--- src/rtl/mandel_pkg.sv ---
// Shared types and defaults for the Mandelbrot pixel dispatcher.
package mandel_pkg;
    localparam int Q_W      = 25;
    localparam int FRAC_DEF = 22;
    localparam int FB_W_DEF = 320;
    localparam int FB_H_DEF = 240;

    typedef logic [11:0]          rgb444_t;
    typedef logic signed [Q_W-1:0] qcoord_t;

    typedef enum logic [1:0] {
        ST_IDLE,
        ST_ISSUE,
        ST_WAIT,
        ST_WRITE
    } disp_state_t;
endpackage

--- src/rtl/mandel_coord_step.sv ---
// Raster walker: holds the current complex-plane coordinate, pixel/row
// counters and the running framebuffer address for the dispatcher.
module mandel_coord_step
    import mandel_pkg::*;
#(
    parameter int FB_W   = FB_W_DEF,
    parameter int FB_H   = FB_H_DEF,
    parameter int ADDR_W = 17
) (
    input  logic                  clk,
    input  logic                  rst_n,
    input  logic                  i_load,
    input  logic                  i_advance,
    input  logic signed [Q_W-1:0] i_center_x,
    input  logic signed [Q_W-1:0] i_center_y,
    input  logic signed [Q_W-1:0] i_step,
    output logic signed [Q_W-1:0] o_cx,
    output logic signed [Q_W-1:0] o_cy,
    output logic [ADDR_W-1:0]     o_addr,
    output logic                  o_last
);
    localparam int PX_W = (FB_W > 1) ? $clog2(FB_W) : 1;
    localparam int PY_W = (FB_H > 1) ? $clog2(FB_H) : 1;
    localparam logic signed [Q_W-1:0] HALF_W = Q_W'(FB_W / 2);
    localparam logic signed [Q_W-1:0] HALF_H = Q_W'(FB_H / 2);

    qcoord_t         w_x_off, w_y_off;
    qcoord_t         r_x0, r_step, r_cx, r_cy;
    logic [PX_W-1:0] r_px;
    logic [PY_W-1:0] r_py;
    logic [ADDR_W-1:0] r_addr;
    logic            w_row_end;

    // Constant multiplies, truncated to Q_W bits so the origin wraps like every other add.
    assign w_x_off   = i_step * HALF_W;
    assign w_y_off   = i_step * HALF_H;
    assign w_row_end = (r_px == PX_W'(FB_W - 1));

    assign o_last = w_row_end && (r_py == PY_W'(FB_H - 1));
    assign o_cx   = r_cx;
    assign o_cy   = r_cy;
    assign o_addr = r_addr;

    always_ff @(posedge clk or negedge rst_n) begin
        if (!rst_n) begin
            r_x0   <= '0;
            r_step <= '0;
            r_cx   <= '0;
            r_cy   <= '0;
            r_px   <= '0;
            r_py   <= '0;
            r_addr <= '0;
        end else if (i_load) begin
            r_step <= i_step;
            r_x0   <= i_center_x - w_x_off;
            r_cx   <= i_center_x - w_x_off;
            r_cy   <= i_center_y + w_y_off;
            r_px   <= '0;
            r_py   <= '0;
            r_addr <= '0;
        end else if (i_advance && !o_last) begin
            r_addr <= r_addr + ADDR_W'(1);
            if (w_row_end) begin
                r_px <= '0;
                r_cx <= r_x0;
                r_py <= r_py + PY_W'(1);
                r_cy <= r_cy - r_step;
            end else begin
                r_px <= r_px + PX_W'(1);
                r_cx <= r_cx + r_step;
            end
        end
    end
endmodule

--- src/rtl/mandel_pixel_dispatch.sv ---
// Frame sequencer: walks the framebuffer, hands each pixel coordinate to the
// iteration core and writes the returned colour back.
module mandel_pixel_dispatch
    import mandel_pkg::*;
#(
    parameter int FB_W   = FB_W_DEF,
    parameter int FB_H   = FB_H_DEF,
    parameter int FRAC   = FRAC_DEF,
    parameter int ADDR_W = 17
) (
    input  logic                  clk,
    input  logic                  rst_n,
    input  logic                  frame_start,
    input  logic signed [Q_W-1:0] center_x,
    input  logic signed [Q_W-1:0] center_y,
    input  logic signed [Q_W-1:0] step,
    output logic                  frame_busy,
    output logic                  frame_done,
    output logic                  core_start,
    output logic signed [Q_W-1:0] core_cx,
    output logic signed [Q_W-1:0] core_cy,
    input  logic                  core_busy,
    input  logic                  core_done,
    input  logic [11:0]           core_rgb,
    output logic                  fb_we,
    output logic [ADDR_W-1:0]     fb_addr,
    output logic [11:0]           fb_wdata
);
    if (FRAC < 1 || FRAC >= Q_W) begin : g_frac_chk
        $error("FRAC must lie within the coordinate width");
    end
    if ((64'd1 << ADDR_W) < 64'(FB_W * FB_H)) begin : g_addr_chk
        $error("ADDR_W too small for FB_W*FB_H");
    end

    disp_state_t r_state, w_state_d;
    logic        w_load, w_issue, w_capture, w_advance, w_last;
    logic        r_core_start, r_fb_we, r_frame_done, r_frame_busy;
    rgb444_t     r_wdata;

    mandel_coord_step #(
        .FB_W   (FB_W),
        .FB_H   (FB_H),
        .ADDR_W (ADDR_W)
    ) u_step (
        .clk        (clk),
        .rst_n      (rst_n),
        .i_load     (w_load),
        .i_advance  (w_advance),
        .i_center_x (center_x),
        .i_center_y (center_y),
        .i_step     (step),
        .o_cx       (core_cx),
        .o_cy       (core_cy),
        .o_addr     (fb_addr),
        .o_last     (w_last)
    );

    always_ff @(posedge clk or negedge rst_n) begin
        if (!rst_n) r_state <= ST_IDLE;
        else        r_state <= w_state_d;
    end

    // core_done seen outside WAIT belongs to a pixel aborted by reset and is dropped.
    always_comb begin
        w_state_d = r_state;
        w_load    = 1'b0;
        w_issue   = 1'b0;
        w_capture = 1'b0;
        w_advance = 1'b0;
        case (r_state)
            ST_IDLE: begin
                if (frame_start) begin
                    w_load    = 1'b1;
                    w_state_d = ST_ISSUE;
                end
            end
            ST_ISSUE: begin
                if (!core_busy) begin
                    w_issue   = 1'b1;
                    w_state_d = ST_WAIT;
                end
            end
            ST_WAIT: begin
                if (core_done) begin
                    w_capture = 1'b1;
                    w_state_d = ST_WRITE;
                end
            end
            ST_WRITE: begin
                w_advance = 1'b1;
                w_state_d = w_last ? ST_IDLE : ST_ISSUE;
            end
            default: w_state_d = ST_IDLE;
        endcase
    end

    // Strobes are registered, so each lands one cycle after its decision and
    // the three never coincide: start in first WAIT, we in WRITE, done in IDLE.
    always_ff @(posedge clk or negedge rst_n) begin
        if (!rst_n) begin
            r_core_start <= 1'b0;
            r_fb_we      <= 1'b0;
            r_frame_done <= 1'b0;
            r_frame_busy <= 1'b0;
            r_wdata      <= '0;
        end else begin
            r_core_start <= w_issue;
            r_fb_we      <= w_capture;
            r_frame_done <= w_advance && w_last;
            if (w_capture)
                r_wdata <= core_rgb;
            if (w_load)
                r_frame_busy <= 1'b1;
            else if (w_advance && w_last)
                r_frame_busy <= 1'b0;
        end
    end

    assign core_start = r_core_start;
    assign fb_we      = r_fb_we;
    assign frame_done = r_frame_done;
    assign frame_busy = r_frame_busy;
    assign fb_wdata   = r_wdata;
endmodule

--- config.mk ---
export PLATFORM = sky130hd
export DESIGN_NAME = mandel_pixel_dispatch
export DESIGN_NICKNAME = d
export VERILOG_FILES = /design/src/rtl/mandel_pkg.sv /design/src/rtl/mandel_coord_step.sv /design/src/rtl/mandel_pixel_dispatch.sv
export SDC_FILE = /design/constraint.sdc
export NUM_CORES = 1
export LEC_CHECK = 0
export CORE_MARGIN = 5
export CORE_UTILIZATION = 58
export DETAILED_ROUTE_END_ITERATION = 10
export PLACE_DENSITY = 0.83
export SLEW_MARGIN = 30
export SYNTH_ARGS = -nofsm -noshare
export SYNTH_HDL_FRONTEND = slang
export SYNTH_SLANG_ARGS = --single-unit
--- constraint.sdc ---
create_clock -name clk -period 8.4 [get_ports clk]
set_input_delay 2.52 -clock clk [delete_from_list [all_inputs] [get_ports clk]]
set_output_delay 2.52 -clock clk [all_outputs]
set_load 0.05 [all_outputs]
* Word level (Yosys, flattened, before mapping) *
Index checks and enable logic that the tools add are counted.

word-level totals
  input bits = 92
  word-level logic and storage cells = 68
  flip-flop bits (word level) = 152
  output and inout bits = 83

operators by class
  equal/unequal tests = 8
  $add $sub $neg = 7
  $mul = 2
  reductions and logical operators = 10
  multiplexer cells = 28

operators by type and width
  cell                   count
  $mux 25                6
  $add 25x25->25         2
  $sub 25x25->25         2
  $mux 17                2
  $mux 9                 3
  $mul 25x4->20 const B  1
  $mul 25x5->22 const B  1
  $mux 8                 3
  $add 17x1->17 const B  1
  $mux 1                 10
  $add 9x1->9 const B    1
  $eq 9x9->1 const B     1
  $add 8x1->8 const B    1
  $eq 8x8->1 const B     1
  $pmux 2 s4             1
  $mux 2                 3
  $ne 2x2->1 const B     3
  $reduce_bool 2->1      3
  $eq 2x2->1 const B     2
  $logic_and 1x1->1      3
  $reduce_and 3->1       1
  $eq 2x1->1 const B     1
  $logic_not 2->1        1
  $reduce_and 2->1       1
  $logic_not 1->1        1

* Logic depth before layout (Yosys ltp) *
Gate-level depths: netlist of run 1.

  word-level depth = 6
  gate-level depth with buffers = 26
  gate-level depth less buffers = 26

* Cells and area by module *
A second synthesis of run 1 with hierarchy kept.

unflattened totals
  cell total of the unflattened synthesis = 1589
  area, all modules = 13858.3 um^2

by module, submodules not included
  module                 instances  area an instance (um^2)  sequential area each (um^2)  cells each
  mandel_coord_step      1          13057.5                  3353.2                       1535
  mandel_pixel_dispatch  1          800.8                    450.4                        54

* Worst setup path after synthesis of run 1 *
OpenSTA, ideal clock, no wires.

  path type = input to register
  start = in step[1]
  end = reg u_step.r_cy[24], in the netlist u_step.o_cy[24]
  stages = 25
  setup slack = 1133 ps
  data required time = 8308 ps
  buffers on the path = 0
  setup time = 92 ps
  arrival = 7176 ps
  cell sequence = ha_1 -> xor2_1 -> ha_1 -> inv_1 -> fa_1 -> inv_1 -> ha_1 -> nor2b_1 -> o21ai_0 -> a21oi_1 -> o21ai_0 -> a21oi_1 -> a21oi_1 -> nand2b_1 -> a21oi_1 -> xnor2_1 -> ha_1 -> a21oi_1 -> or3b_2 -> o21ai_1 -> o311ai_1 -> o31ai_1 -> xnor2_1 -> nand2_1 -> o31ai_2

between the ends
  longest elaborated chain between the ends = 3

RTL lines
  what                  line                         source
  start, declared       mandel_pixel_dispatch.sv:16  input logic signed [Q_W-1:0] step,
  $mul 25x5->22         mandel_coord_step.sv:36      assign w_y_off = i_step * HALF_H;
  $add 25x25->25        mandel_coord_step.sv:57      r_cy <= i_center_y + w_y_off;
  $mux 25               mandel_coord_step.sv:53      end else if (i_load) begin
  end signal, assigned  mandel_coord_step.sv:57
  end signal, assigned  mandel_coord_step.sv:67      r_cy <= r_cy - r_step;
  end, declared         mandel_coord_step.sv:28      qcoord_t r_x0, r_step, r_cx, r_cy;

Every way passes these cells.
A chain may end at the register's enable or synchronous reset.

* Worst setup path after layout of run 1 *
  start = in step[0]
  end = reg u_step.r_cy[24], in the netlist u_step.o_cy[24]

Same word-level chain as after synthesis.

==> results of run 1 <==
-- layout make-up --
class	count	area [µm²]
inverters	144	541
flip-flops and latches	152	3800
clock buffers	17	425
clock inverters	15	144
well taps	319	399
repair buffers	192	1880
multi-input cells	1277	9190
fillers	1864	6950
-- final timing paths --
| kind | start | endpoint | slack [ns] | depth (start not counted) |
|---|---|---|---|---|
| setup reg to reg | u_step.o_cy[0] | u_step.o_cy[24] | 5.14 | 12 |
| min in group asynchronous | rst_n | u_step.r_x0[5] | 2.17 | 1 |
| max in group asynchronous | rst_n | u_step.o_cx[19] | 5.04 | 2 |
| hold / removal | u_step.r_x0[1] | u_step.r_x0[1] | 0.47 | 2 |
| hold reg to reg | u_step.r_x0[1] | u_step.r_x0[1] | 0.47 | 2 |
| setup / recovery | step[0] | u_step.o_cy[24] | 0.41 | 26 |
-- metal layers --
layer	track usage	routed length, µm	up-vias
met5	0	0	-
met4	0.0774	787	0
met1	0.354	15400	6011
li1	-	-	5980
met2	0.476	17800	441
met3	0.0394	2600	56
-- sequential cells by signal, summed over array words and instances, names as in the netlist --
| register | cells |
|---|---|
| u_step.o_cx | 25 |
| u_step.o_cy | 25 |
| u_step.r_step | 25 |
| u_step.r_x0 | 25 |
| u_step.o_addr | 17 |
| fb_wdata | 12 |
| u_step.r_px | 9 |
| u_step.r_py | 8 |
| r_state | 2 |
| core_start | 1 |
| fb_we | 1 |
| frame_busy | 1 |
| frame_done | 1 |
-- power by group --
part / switching, mW / total (mW) / leakage [nW] / internal [mW]
clock network: 0.324 / 0.738 / 0.273 / 0.414
registers: 0.273 / 1.30 / 1.88 / 1.03
logic: 2.89 / 4.83 / 5.49 / 1.94
-- critical path: stages --
cell and delay, ns:
clkdlybuf4s50_1 0.54, ha_1 0.31, xor2_1 0.15, ha_1 0.28, inv_1 0.05, fa_1 0.52, inv_1 0.05, ha_1 0.34
nor2b_1 0.15, o21ai_0 0.18, a21oi_1 0.11, o21ai_0 0.29, a21oi_2 0.14, a21oi_2 0.18, nand2b_1 0.07, a21oi_1 0.17
xnor2_1 0.14, ha_1 0.30, a21oi_1 0.23, or3b_2 0.46, o21ai_1 0.25, o311ai_1 0.20, o31ai_1 0.34, xnor2_1 0.16
nand2_1 0.08, o31ai_2 0.09
-- what timing repair did --
action | 4_1_cts | 5_1_grt
gates resized for setup | 0 | 2
setup endpoints to repair | 0 | 1
hold endpoints to repair | 0 | 0
-- cell families after synthesis --
kind of cell    Yosys count  synth area share
buf+inv                 190            0.0521
fa+ha+maj               210             0.213
compound gates          432             0.198
simple gates            487             0.161
mux                      17            0.0136
xor+xnor                131            0.0839
flops                   152             0.278
-- stage by stage --
stage / instances / utilization / worst slack [ns] / power (mW) / area [µm²]
global route: 2116 / 0.702 / -0.0104 / 7.42 / 16400
detailed placement: 2084 / 0.677 / -0.0151 / 6.05 / 15800
CTS: 2116 / 0.702 / 0.431 / 6.82 / 16400
global placement: 2084 / 0.677 / 0.225 / 5.90 / 15800
finish: 2116 / 0.702 / 0.414 / 6.87 / 16400
floorplan: 1619 / - / 1.13 / 4.83 / 13700
-- cell usage in the layout (no fill, tap or decap), types with 5 or more instances in the layout --
cell type,n
nand2_1,205
clkdlybuf4s50_1,173
ha_1,171
dfrtp_1,152
inv_1,144
o21ai_0,132
nor2_1,116
a21oi_1,108
xnor2_1,71
xor2_1,60
fa_1,39
nand3_1,38
a21o_1,27
o211ai_1,27
nand2b_1,27
a211oi_1,23
nor3_1,22
buf_4,18
o21a_1,17
a31oi_1,17
clkbuf_16,17
or3_1,16
and3_1,16
nor2b_1,13
mux2_2,13
nand4_1,11
o31ai_1,11
o21bai_1,7
a22oi_1,6
o31a_1,6
o211a_1,5
inv_6,5
==> impl_results.md, run 1 <==
* Status: completed
* Placer Congestion at 0.920
* Post-route DRC at 0
* TritonCTS clock tree: done
* Largest cells by area after synthesis: dfrtp_1 28%, ha_1 16%, fa_1 5.7%
* DP Wirelength at 28.3 mm
* Top cell type's share of synthesized area at 0.278
* Initial antenna violation count at 0
* Drt total wl at 36.6 mm
* Largest net degree at the start of global routing at roughly 100
* WP data arrival at ~8.3 ns
* Syn avg cell area at 8.45 µm²
* Post-CTS Setup Repair Bufs at 0
* First-pass GRT wire length at a little under 60 mm
* Main synth FF type: dfrtp_1
* Initial DRC Count at 713
* Synthesized net count at between 1.5k and 2k
* WL/cell at 17.3 µm
* Seq/Total Area, Yosys at 0.278
* Endpoint class of the critical path: flip-flop
* Core area at around 0.023 mm²
* Clock slew at reported path FFs at roughly 0.060 ns
* Nets at 2086
* PD cells at 419 mW/mm²
* Critical path class: input pin to flip-flop
* CTS buffer count at 17
* Warnings, synthesis at 0
* Worst Hold Class: flip-flop to flip-flop
* Worst-Margin Slew at ~0.97 ns
* CTS Root Cell: clkbuf_16
* Number of synthesized flops with an enable pin at 0
* Crit path time final at 7.99 ns
* Largest fanout on the critical path at 6
* Worst slew margin at 0.350
* Die area at roughly 0.027 mm²
* Netlist cell types at ~70
* Final worst-path cycle share at 0.951
* Final ANT Viol Nets at 0
* Max Transition Viols Final at 0
* Pleak at about 7.6 nW
* Post-synth ARST share at 1.00
* Worst Path Required at between 8 and 9 ns
* Gate Count Post-Synth at 1619
* Vias in the first global route at around 12k
* Hold buffer count at CTS at 0
* Max Cap Violations at 0
* Via-per-instance ratio at approximately 5.9
* Mapped cell area at roughly 0.014 mm²
* Critical path startpoint category: input pin
* Largest area contributor in the netlist: dfrtp_1
* Initial Util at 0.586
* Endpoints failing hold at 0
* Layout cell share with drive strength beyond 1 at 0.0451
* GR Overflow Total at 0
* Peak supply drop at between 0.2 and 0.25 mV
* Synthesis-stage register bit count at 152
* Synth-to-layout area growth at 19.8%
* H-tree lvl count at 4
* Port bufs at 174
* DIE HEIGHT at 164 µm
* Final setup fails at 0
* Antenna cells at 0
* WHS at roughly 0.47 ns
* Clk_lat worst skew at between 0.4 and 0.5 ns
* Site Rows at 56
* Skew final at 0.0109 ns
* Die width at 164 µm
* Clock Path Buffers at 2
* Total number of vias at about 12k
* Global Route Usage Sum at 0.273
* CTS Sinks at between 150 and 200
* Post-synth top cells: 206 x nand2_1, 171 x ha_1, 152 x dfrtp_1
* Setup_tns at 0 ns
* Io pins at between 150 and 200
* F_max at about 130 MHz
* Drt pass-1 iters at 6
* Most frequent cell after synthesis: nand2_1
Power figures use the tool's default switching activity.
==> inputs of run 2 (changes only) <==
--- a/config.mk
+++ b/config.mk
@@ -12,4 +12,5 @@
 export SLEW_MARGIN = 30
 export SYNTH_ARGS = -nofsm -noshare
 export SYNTH_HDL_FRONTEND = slang
+export SYNTH_HIERARCHICAL = 1
 export SYNTH_SLANG_ARGS = --single-unit
==> impl_results.md, run 2 <==
* Status: completed
* Pleak at between 7 and 8 nW
* Slowest cell on crit path: or4_4
* Critical path class: input pin to flip-flop
* Max Transition Viols Final at 0
* Largest cells by area after synthesis: dfrtp_1 27%, ha_1 15%, fa_1 5.6%
* PD cells at 432 mW/mm²
* F_max at about 120 MHz
* Post-synth top cells: 171 x ha_1, 164 x inv_1, 152 x dfrtp_1
* Drt pass-1 iters at 5
* Finished Layout Cells at 2088
* First-pass GRT wire length at 58.5 mm
* Final worst-path cycle share at 0.969
* Cells after DPL at between 2k and 2.5k
* Die area at ~0.027 mm²
* Initial DRC Count at approximately 900
* Number of synthesized flops with an enable pin at 0
* Worst slew margin at 0.376
* Post-Synth Adder-Cell Area at 0.211
* Largest net degree at the start of global routing at between 100 and 150
* Netlist cell types at 76
* Most frequent cell after synthesis: ha_1
* Max Cap Violations at 0
* Mux cell area share after synthesis at 0.0251
* Worst-Margin Slew at 0.937 ns
* Die width at roughly 160 µm
* Via-per-instance ratio at around 6.0
* Nets at 2060
* DIE HEIGHT at 165 µm
* CTS Sinks at 152
* Placer Congestion at 0.926
* Synthesized net count at about 1.9k
* Critical path startpoint category: input pin
* Global Route Usage Sum at 0.266
* Syn avg cell area at ~8.7 µm²
* Crit path time final at slightly above 8 ns
* Site Rows at 56
* Layout cell share with drive strength beyond 1 at 0.0548
* TritonCTS clock tree: done
* Clk_lat worst skew at 0.42 ns
* Post-route DRC at 0
* Synth-to-layout area growth at 20.2%
* Worst Path Required at between 8 and 9 ns
* Post-Synth Simple-Gate Area at 0.138
* Clock Path Buffers at 2
* # fillers at roughly 1.8k
* Worst Hold Class: flip-flop to flip-flop
* Crit path from: step[2]
* Warnings, synthesis at 6
* Clock slew at reported path FFs at 0.06 ns
* Peak supply drop at approximately 0.16 mV
* CP most frequent cell: ha_1
* Main synth FF type: dfrtp_1
* WL/cell at 17.6 µm
* RSZ-0062 raised after global routing: false
* Setup_tns at 0 ns
* Largest fanout on the critical path at 6
* Seq/Total Area, Yosys at 0.274
* Final ANT Viol Nets at 0
* Antenna cells at 0
* Endpoint class of the critical path: flip-flop
* WP data arrival at between 8 and 9 ns
* Gate Count Post-Synth at ~1.6k
* Worst hold start: frame_busy
* Total number of vias at 12.4k
* CP cell instances: clkdlybuf4s50_1 > ha_1 > fa_1 > inv_1 > fa_1 > inv_1 > ha_1 > or4_4 > a41oi_2 > o221ai_2 > a21o_2 > a21o_1 > a21oi_1 > xnor2_1 > ha_1 > nand3_1 > o31ai_1 > o41ai_2 > o21ai_0 > xnor3_1 > a211o_1
* Skew final at around 0.011 ns
* Initial antenna violation count at 0
* Worst path max stage delay at slightly above 0.5 ns
* Vias in the first global route at approximately 12k
* Synthesis-stage register bit count at ~150
* XOR/XNOR Fraction of Synth Area at 0.0829
* Hold buffer count at CTS at 0
* CTS buffer count at 17
* Compound-Gate Fraction of Synth Area at 0.209
* Commonest non-fill, non-tap cell in the layout: clkdlybuf4s50_1
* Design area at 0.0167 mm²
* Drt total wl at between 30 and 40 mm
* Dpl ws at -0.0943 ns
* Io pins at 175
* Post-Route Utilization at 0.709
* Largest family of logic cells by synthesized area: adder cells
* Initial Util at 0.590
* Commonest cells after routing, fill and taps aside: 173 x clkdlybuf4s50_1, 171 x ha_1, 164 x inv_1
* DP Wirelength at approximately 28 mm
* H-tree lvl count at 4
* Tot Pwr at slightly above 7 mW
* Setup ws final at ~0.26 ns
* Final setup fails at 0
* WHS at ~0.48 ns
* GR Overflow Total at 0
* Post-synth ARST share at 1.00
* RR Startpoint: u_step/r_px[0]
* Port bufs at 174
* Core area at between 0.02 and 0.025 mm²
* CTS Root Cell: clkbuf_16
* Mapped cell area at around 0.014 mm²
* Top cell type's share of synthesized area at 0.274
* Cell Area, Placed at approximately 0.016 mm²
* Largest area contributor in the netlist: dfrtp_1
* Endpoints failing hold at 0
-- run 2: cell count changes after synthesis, sizes merged, moves of 7 or more --
cell,previous run,this run
a21o,27,52
a21oi,111,126
and2,4,13
inv,144,164
nand2,206,128
nand3,38,24
nor2,116,97
nor3,22,29
o211ai,27,8
xor2,60,53
-- run 2: cell type report --
type,count,area [µm²],share of cell area
flip-flops and latches,152,3800,0.228
inverters,164,616,0.0370
multi-input cells,1224,9240,0.555
repair buffers,199,1950,0.117
well taps,319,399,0.0240
clock buffers,22,494,0.0297
clock inverters,8,143,0.00856
-- run 2: path summary, 6_finish.rpt --
path,slack [ns],to,cells past startpoint
max,0.26,u_step/o_cy[24],21
min,0.48,frame_busy,1
max reg2reg,4.55,u_step/o_cy[14],12
min reg2reg,0.48,frame_busy,1
max in group asynchronous,5.14,r_state[0],2
min in group asynchronous,2.14,fb_wdata[3],1
-- run 2: repair_timing --
action                                 in CTS  in global routing
gates resized for setup                     0                  2
buffers inserted                            0                  0
setup endpoints to repair                   0                  1
endpoints found under the hold margin       0                  0
-- run 2: metal layers --
metal	GRT usage	vias to the layer above	part of all wire
met2	0.458	452	0.48
met4	0.0756	0	0.022
met5	0	-	0
met3	0.0512	65	0.078
met1	0.344	5985	0.42
li1	-	5934	-
-- run 2: power by group --
group	switching (mW)	leakage [nW]	internal [mW]
logic	2.99	5.61	2.06
clock network	0.291	0.314	0.532
registers	0.266	1.88	1.04
total	3.55	7.80	3.64
-- run 2: cells by family (layout without fill, tap and decap cells) --
group	Yosys count	after routing
compound gates	460	460
xor+xnor	128	128
fa+ha+maj	210	210
buf+inv	213	393
flops	152	152
mux	29	29
simple gates	397	397
-- run 2: critical path: cells and delay by family --
family / cells / cell delay [ns]
AOI/OAI and AO/OA: 9 / 2.29
xor gates and xnor gates: 2 / 0.49
adders and majority gates: 5 / 1.96
buffers and inverters: 3 / 0.56
and+or+nand+nor: 2 / 0.63
==> inputs of run 3 (changes only) <==
--- a/config.mk
+++ b/config.mk
@@ -5,6 +5,7 @@
 export SDC_FILE = /design/constraint.sdc
 export NUM_CORES = 1
 export LEC_CHECK = 0
+export CORE_ASPECT_RATIO = 1.1
 export CORE_MARGIN = 5
 export CORE_UTILIZATION = 58
 export DETAILED_ROUTE_END_ITERATION = 10
==> impl_results.md, run 3 (synthesis gave the netlist of run 2 again) <==
* Status: completed
* Peak supply drop at about 0.21 mV
* Layout cell share with drive strength beyond 1 at 0.0543
* Clk_lat worst skew at 0.42 ns
* Pleak at approximately 7.8 nW
* Sw frac at 0.499
* DP Wirelength at around 28 mm
* Die area at ~0.027 mm²
* Max Transition Viols Final at 0
* H-tree lvl count at 4
* Setup_tns at 0 ns
* Antenna cells at 0
* Initial antenna violation count at 0
* Worst Path Required at 8.71 ns
* Placer Congestion at ~0.9
* Port bufs at 174
* Drt pass-1 iters at 5
* WP data arrival at around 8.4 ns
* Post-Route Utilization at 0.702
* Worst path max stage delay at approximately 0.5 ns
* Worst slew margin at 0.461
* Final ANT Viol Nets at 0
* Clock network power share at 0.113
* Synth-to-layout area growth at 19.7%
* F_max at around 120 MHz
* Crit path time final at about 8.1 ns
* CTS Root Cell: clkbuf_16
* Slowest cell on crit path: fa_1
* Via-per-instance ratio at 5.94
* Endpoints failing hold at 0
* CTS Sinks at ~150
* Post-CTS Setup Repair Bufs at 0
* Post-route DRC at 0
* PD cells at 430 mW/mm²
* Final worst-path cycle share at 0.962
* Largest net degree at the start of global routing at slightly below 200
* Design area at roughly 0.017 mm²
* GR Overflow Total at 0
* Io pins at 175
* # fillers at between 1.5k and 2k
* Total number of vias at about 12k
* Cell Area, Placed at ~0.016 mm²
* Nets at about 2k
* Worst-Margin Slew at 0.809 ns
* Core area at ~0.024 mm²
* Worst Hold Class: flip-flop to flip-flop
* CP most frequent cell: ha_1
* RSZ-0062 raised after global routing: false
* P_sw at ~3.6 mW
* Seq pwr share at 0.184
* Endpoint class of the critical path: flip-flop
* TritonCTS clock tree: done
* Clock slew at reported path FFs at 0.07 ns
* Global Route Usage Sum at 0.265
* Critical path class: input pin to flip-flop
* Multi-input logic area at just over 0.009 mm²
* CTS buffer count at 17
* Logic pwr share at 0.703
* Commonest non-fill, non-tap cell in the layout: clkdlybuf4s50_1
* CP cell instances: clkdlybuf4s50_1 > ha_1 > xor2_1 > ha_1 > inv_1 > fa_1 > inv_1 > ha_1 > nor2b_1 > o21a_1 > o21ai_0 > a211oi_1 > o31a_1 > o21a_1 > nor2_1 > xnor2_1 > ha_1 > and2_1 > nand3_1 > o31ai_1 > o41ai_2 > o21ai_0 > xnor3_1 > a211o_1
* Drt total wl at approximately 36 mm
* Hold Crit Depth at 1
* Initial Util at 0.587
* Site Rows at slightly below 60
* First-pass GRT wire length at 58.1 mm
* Max Cap Violations at 0
* DIE HEIGHT at approximately 170 µm
* WL/cell at 17.6 µm
* WHS at around 0.48 ns
* Commonest cells after routing, fill and taps aside: 173 x clkdlybuf4s50_1, 171 x ha_1, 164 x inv_1
* Largest fanout on the critical path at 6
* Vias in the first global route at 12.1k
* Resized cells post-CTS at 0
* Hold buffer count at CTS at 0
* Skew final at roughly 0.012 ns
* P_int at ~3.6 mW
* Tot Pwr at ~7 mW
* Reg area at 0.00380 mm²
* Clock Path Buffers at 2
* Final setup fails at 0
* Die width at between 150 and 200 µm
* Initial DRC Count at approximately 770
* Reg2Reg Depth at 11
* Critical path startpoint category: input pin
## run 3: cell type report
class	count	share of cell area
multi-input cells	1224	0.557
flip-flops and latches	152	0.229
repair buffers	196	0.116
inverters	164	0.0371
clock buffers	17	0.0256
well taps	305	0.0230
clock inverters	15	0.0116
## run 3: final timing paths
check	start	end	slack, ns
worst max-delay path	step[1]	u_step/o_cy[24]	0.32
worst min-delay path	frame_busy	frame_busy	0.48
worst max register to register	u_step/r_px[0]	u_step/o_cy[9]	4.88
worst min register to register	frame_busy	frame_busy	0.48
max in group asynchronous	rst_n	u_step/o_cx[14]	5.00
min in group asynchronous	rst_n	fb_wdata[2]	2.15
## run 3: per-layer routing
metal / vias up / GRT usage / wire length, µm
li1: 5934 / - / -
met5: - / 0 / 0
met4: 0 / 0.0759 / 789
met1: 5945 / 0.347 / 15700
met3: 63 / 0.0398 / 2290
met2: 377 / 0.459 / 17700
## run 3: worst max-delay path: cells and delay by family
kind                     cells  cell delay (ns)
AO/OA/AOI/OAI                9             2.34
buffers and inverters        3             0.56
AND/OR/NAND/NOR              4             0.56
XOR/XNOR                     3             0.61
adder cells (fa/ha/maj)      5             1.81
## run 3: metrics by stage
| stage | cells | setup slack, ns |
|---|---|---|
| global route | 2073 | 0.00383 |
| floorplan | 1589 | 0.918 |
| global placement | 2041 | -0.0206 |
| CTS | 2073 | 0.222 |
| detailed placement | 2041 | -0.189 |
| finish | 2073 | 0.320 |
## run 3: power by group through the flow
stage	Combinational, mW	Clock (mW)	Sequential [mW]
5_1_grt	5.47	0.847	1.35
3_3_place_gp	4.78	0	1.31
3_5_place_dp	4.90	0	1.32
2_1_floorplan	3.19	0	1.79
6_report	5.01	0.805	1.31
4_1_cts	4.95	0.816	1.31
==> RTL change, RTL diff (config.mk and constraints of run 1) <==
Encoding of `disp_state_t`: now one-hot (4 bits for 4 states).
--- a/src/rtl/mandel_pkg.sv
+++ b/src/rtl/mandel_pkg.sv
@@ -10,7 +10,7 @@
 
-    typedef enum logic [1:0] {
-        ST_IDLE,
-        ST_ISSUE,
-        ST_WAIT,
-        ST_WRITE
+    typedef enum logic [3:0] {
+        ST_IDLE  = 4'b0001,
+        ST_ISSUE = 4'b0010,
+        ST_WAIT  = 4'b0100,
+        ST_WRITE = 4'b1000
     } disp_state_t;
Behaviour: same outputs for any inputs over 4 cycles, from zero or initial values and one cycle with rst_n low; so few cycles prove little.
==> RTL change against run 1 <==
Design area decreased by 0.18%. Register-to-register slack got worse by 0.32 ns. Die area is 0.18% lower. Sequential cell count is 2 higher. Area after synthesis decreased by 0.19%. Routed wire length shrank 2.7%. Setup slack lost 0.019 ns. Total power fell by 7.8%. Highest routed layer unchanged.
==> RTL change: results (changes against run 1) <==
Synth:
- The net count of the mapped netlist was 1930 (+0.47%).
- Sorting the synthesized cells by area gives the leading types as sky130_fd_sc_hd__dfrtp_1, sky130_fd_sc_hd__ha_1, sky130_fd_sc_hd__nand2_1, sky130_fd_sc_hd__fa_1, sky130_fd_sc_hd__o21ai_0.
- The count of unique library cells instantiated by Yosys is 70 (+2.9%).
- The average cell area after synthesis is 8.361 sq um (-1.0%).
- The portion of the post-synthesis area used by sequential elements is 0.2823 (+0.004292).
- In the synthesized netlist, the cells that appear most often are sky130_fd_sc_hd__nand2_1, sky130_fd_sc_hd__ha_1, sky130_fd_sc_hd__dfrtp_1.
- The multiplexer area fraction after synthesis was 0.005957 (-0.007672).
- The share of the synthesized area in compound gates (AO/OA/AOI/OAI) is 0.1926 (-0.005667).

Placement:
- The placement-stage worst setup slack is 0.08252 ns (+0.09761 ns).
- The final weighted congestion of routability-driven global placement came to 0.9520 (+3.5%).
- The instance count after placement with tap cells included is 2096 (+0.58%).

GRT:
- The global-route wire length before repair is 58020 um (-1.9%).
- The met1 track utilization from global routing was 0.3517 (-0.002184).
- The pin count of the biggest net entering global routing is 86 (-15%).
- The total track usage was 0.2667 (-0.005851).
- The via count of the first global-routing pass was 12240 (-0.59%).

Critical path:
- The worst reg2reg path startpoint is u_step.r_step[0]$_DFFE_PN0P_.
- The depth of the most critical reg-to-reg path came to 13 (+1).
- The setup slack of the worst register-to-register path is 4.82 ns (-0.32 ns).
- The timing startpoint of the critical path is step[2].

Detailed routing:
- The total wire length after detailed routing is 35660 um (-2.7%).
- The wire length per cell after detailed routing is 16.76 um (-3.2%).
- The post-detailed-route via-to-cell ratio is 5.791 (-1.9%).
- The number of iterations in the first detailed-routing pass is 5 (-1).

Hold path:
- The startpoint of the most critical hold path is fb_wdata[1]$_DFFE_PN0P_.
- The worst hold endpoint is fb_wdata[1]$_DFFE_PN0P_.

Layout:
- The final layout net count is 2093 (+0.34%).
- The fraction of final layout cells sized beyond drive strength 1 is 0.03870 (-0.006380).

Run status:
- The flow ran to the end, and the final reports show no timing, DRC or antenna violations.

Pwr:
- The largest vdd supply drop was 0.1987 mV (-3.2%).

STA:
- The clock skew after layout is 0.01049 ns (-0.0003719 ns).
- The actual transition at the worst max-transition pin is 0.8751 ns (-0.09207 ns).
## RTL change: cell count changes in the layout (fill, tap and decap cells not counted), sizes merged, moves of 5 or more
cell | before | now
o211ai | 27 | 21
o31ai | 12 | 6
nor2 | 116 | 102
o21bai | 7 | 12
inv | 150 | 156
o211a | 5 | 0
mux2 | 13 | 1
ha | 171 | 166
a21oi | 111 | 102
a21o | 27 | 32
nand2 | 206 | 240
o21ai | 133 | 147
nor3 | 22 | 28
## RTL change: cell type report
class                      instances  area, sq um
sequential                       154         3855
clock buffer                      18        439.2
clock inverter                    14        146.4
inverter                         146        548.0
fill                            1787         6977
tap                              319        399.1
multi-input combinational       1286         9094
timing repair buffer             191         1874
## RTL change: where the power goes
part | switching (mW) | internal [mW]
sequential | 0.242 | 1.00
combinational | 2.55 | 1.76
clock | 0.345 | 0.428
## RTL change: per-layer routing
layer	routed length, um	share of wire	up-vias
li1	-	-	5993
met1	15210	0.43	5879
met4	716	0.020	0
met5	0	0	-
met2	17480	0.49	390
met3	2250	0.063	61
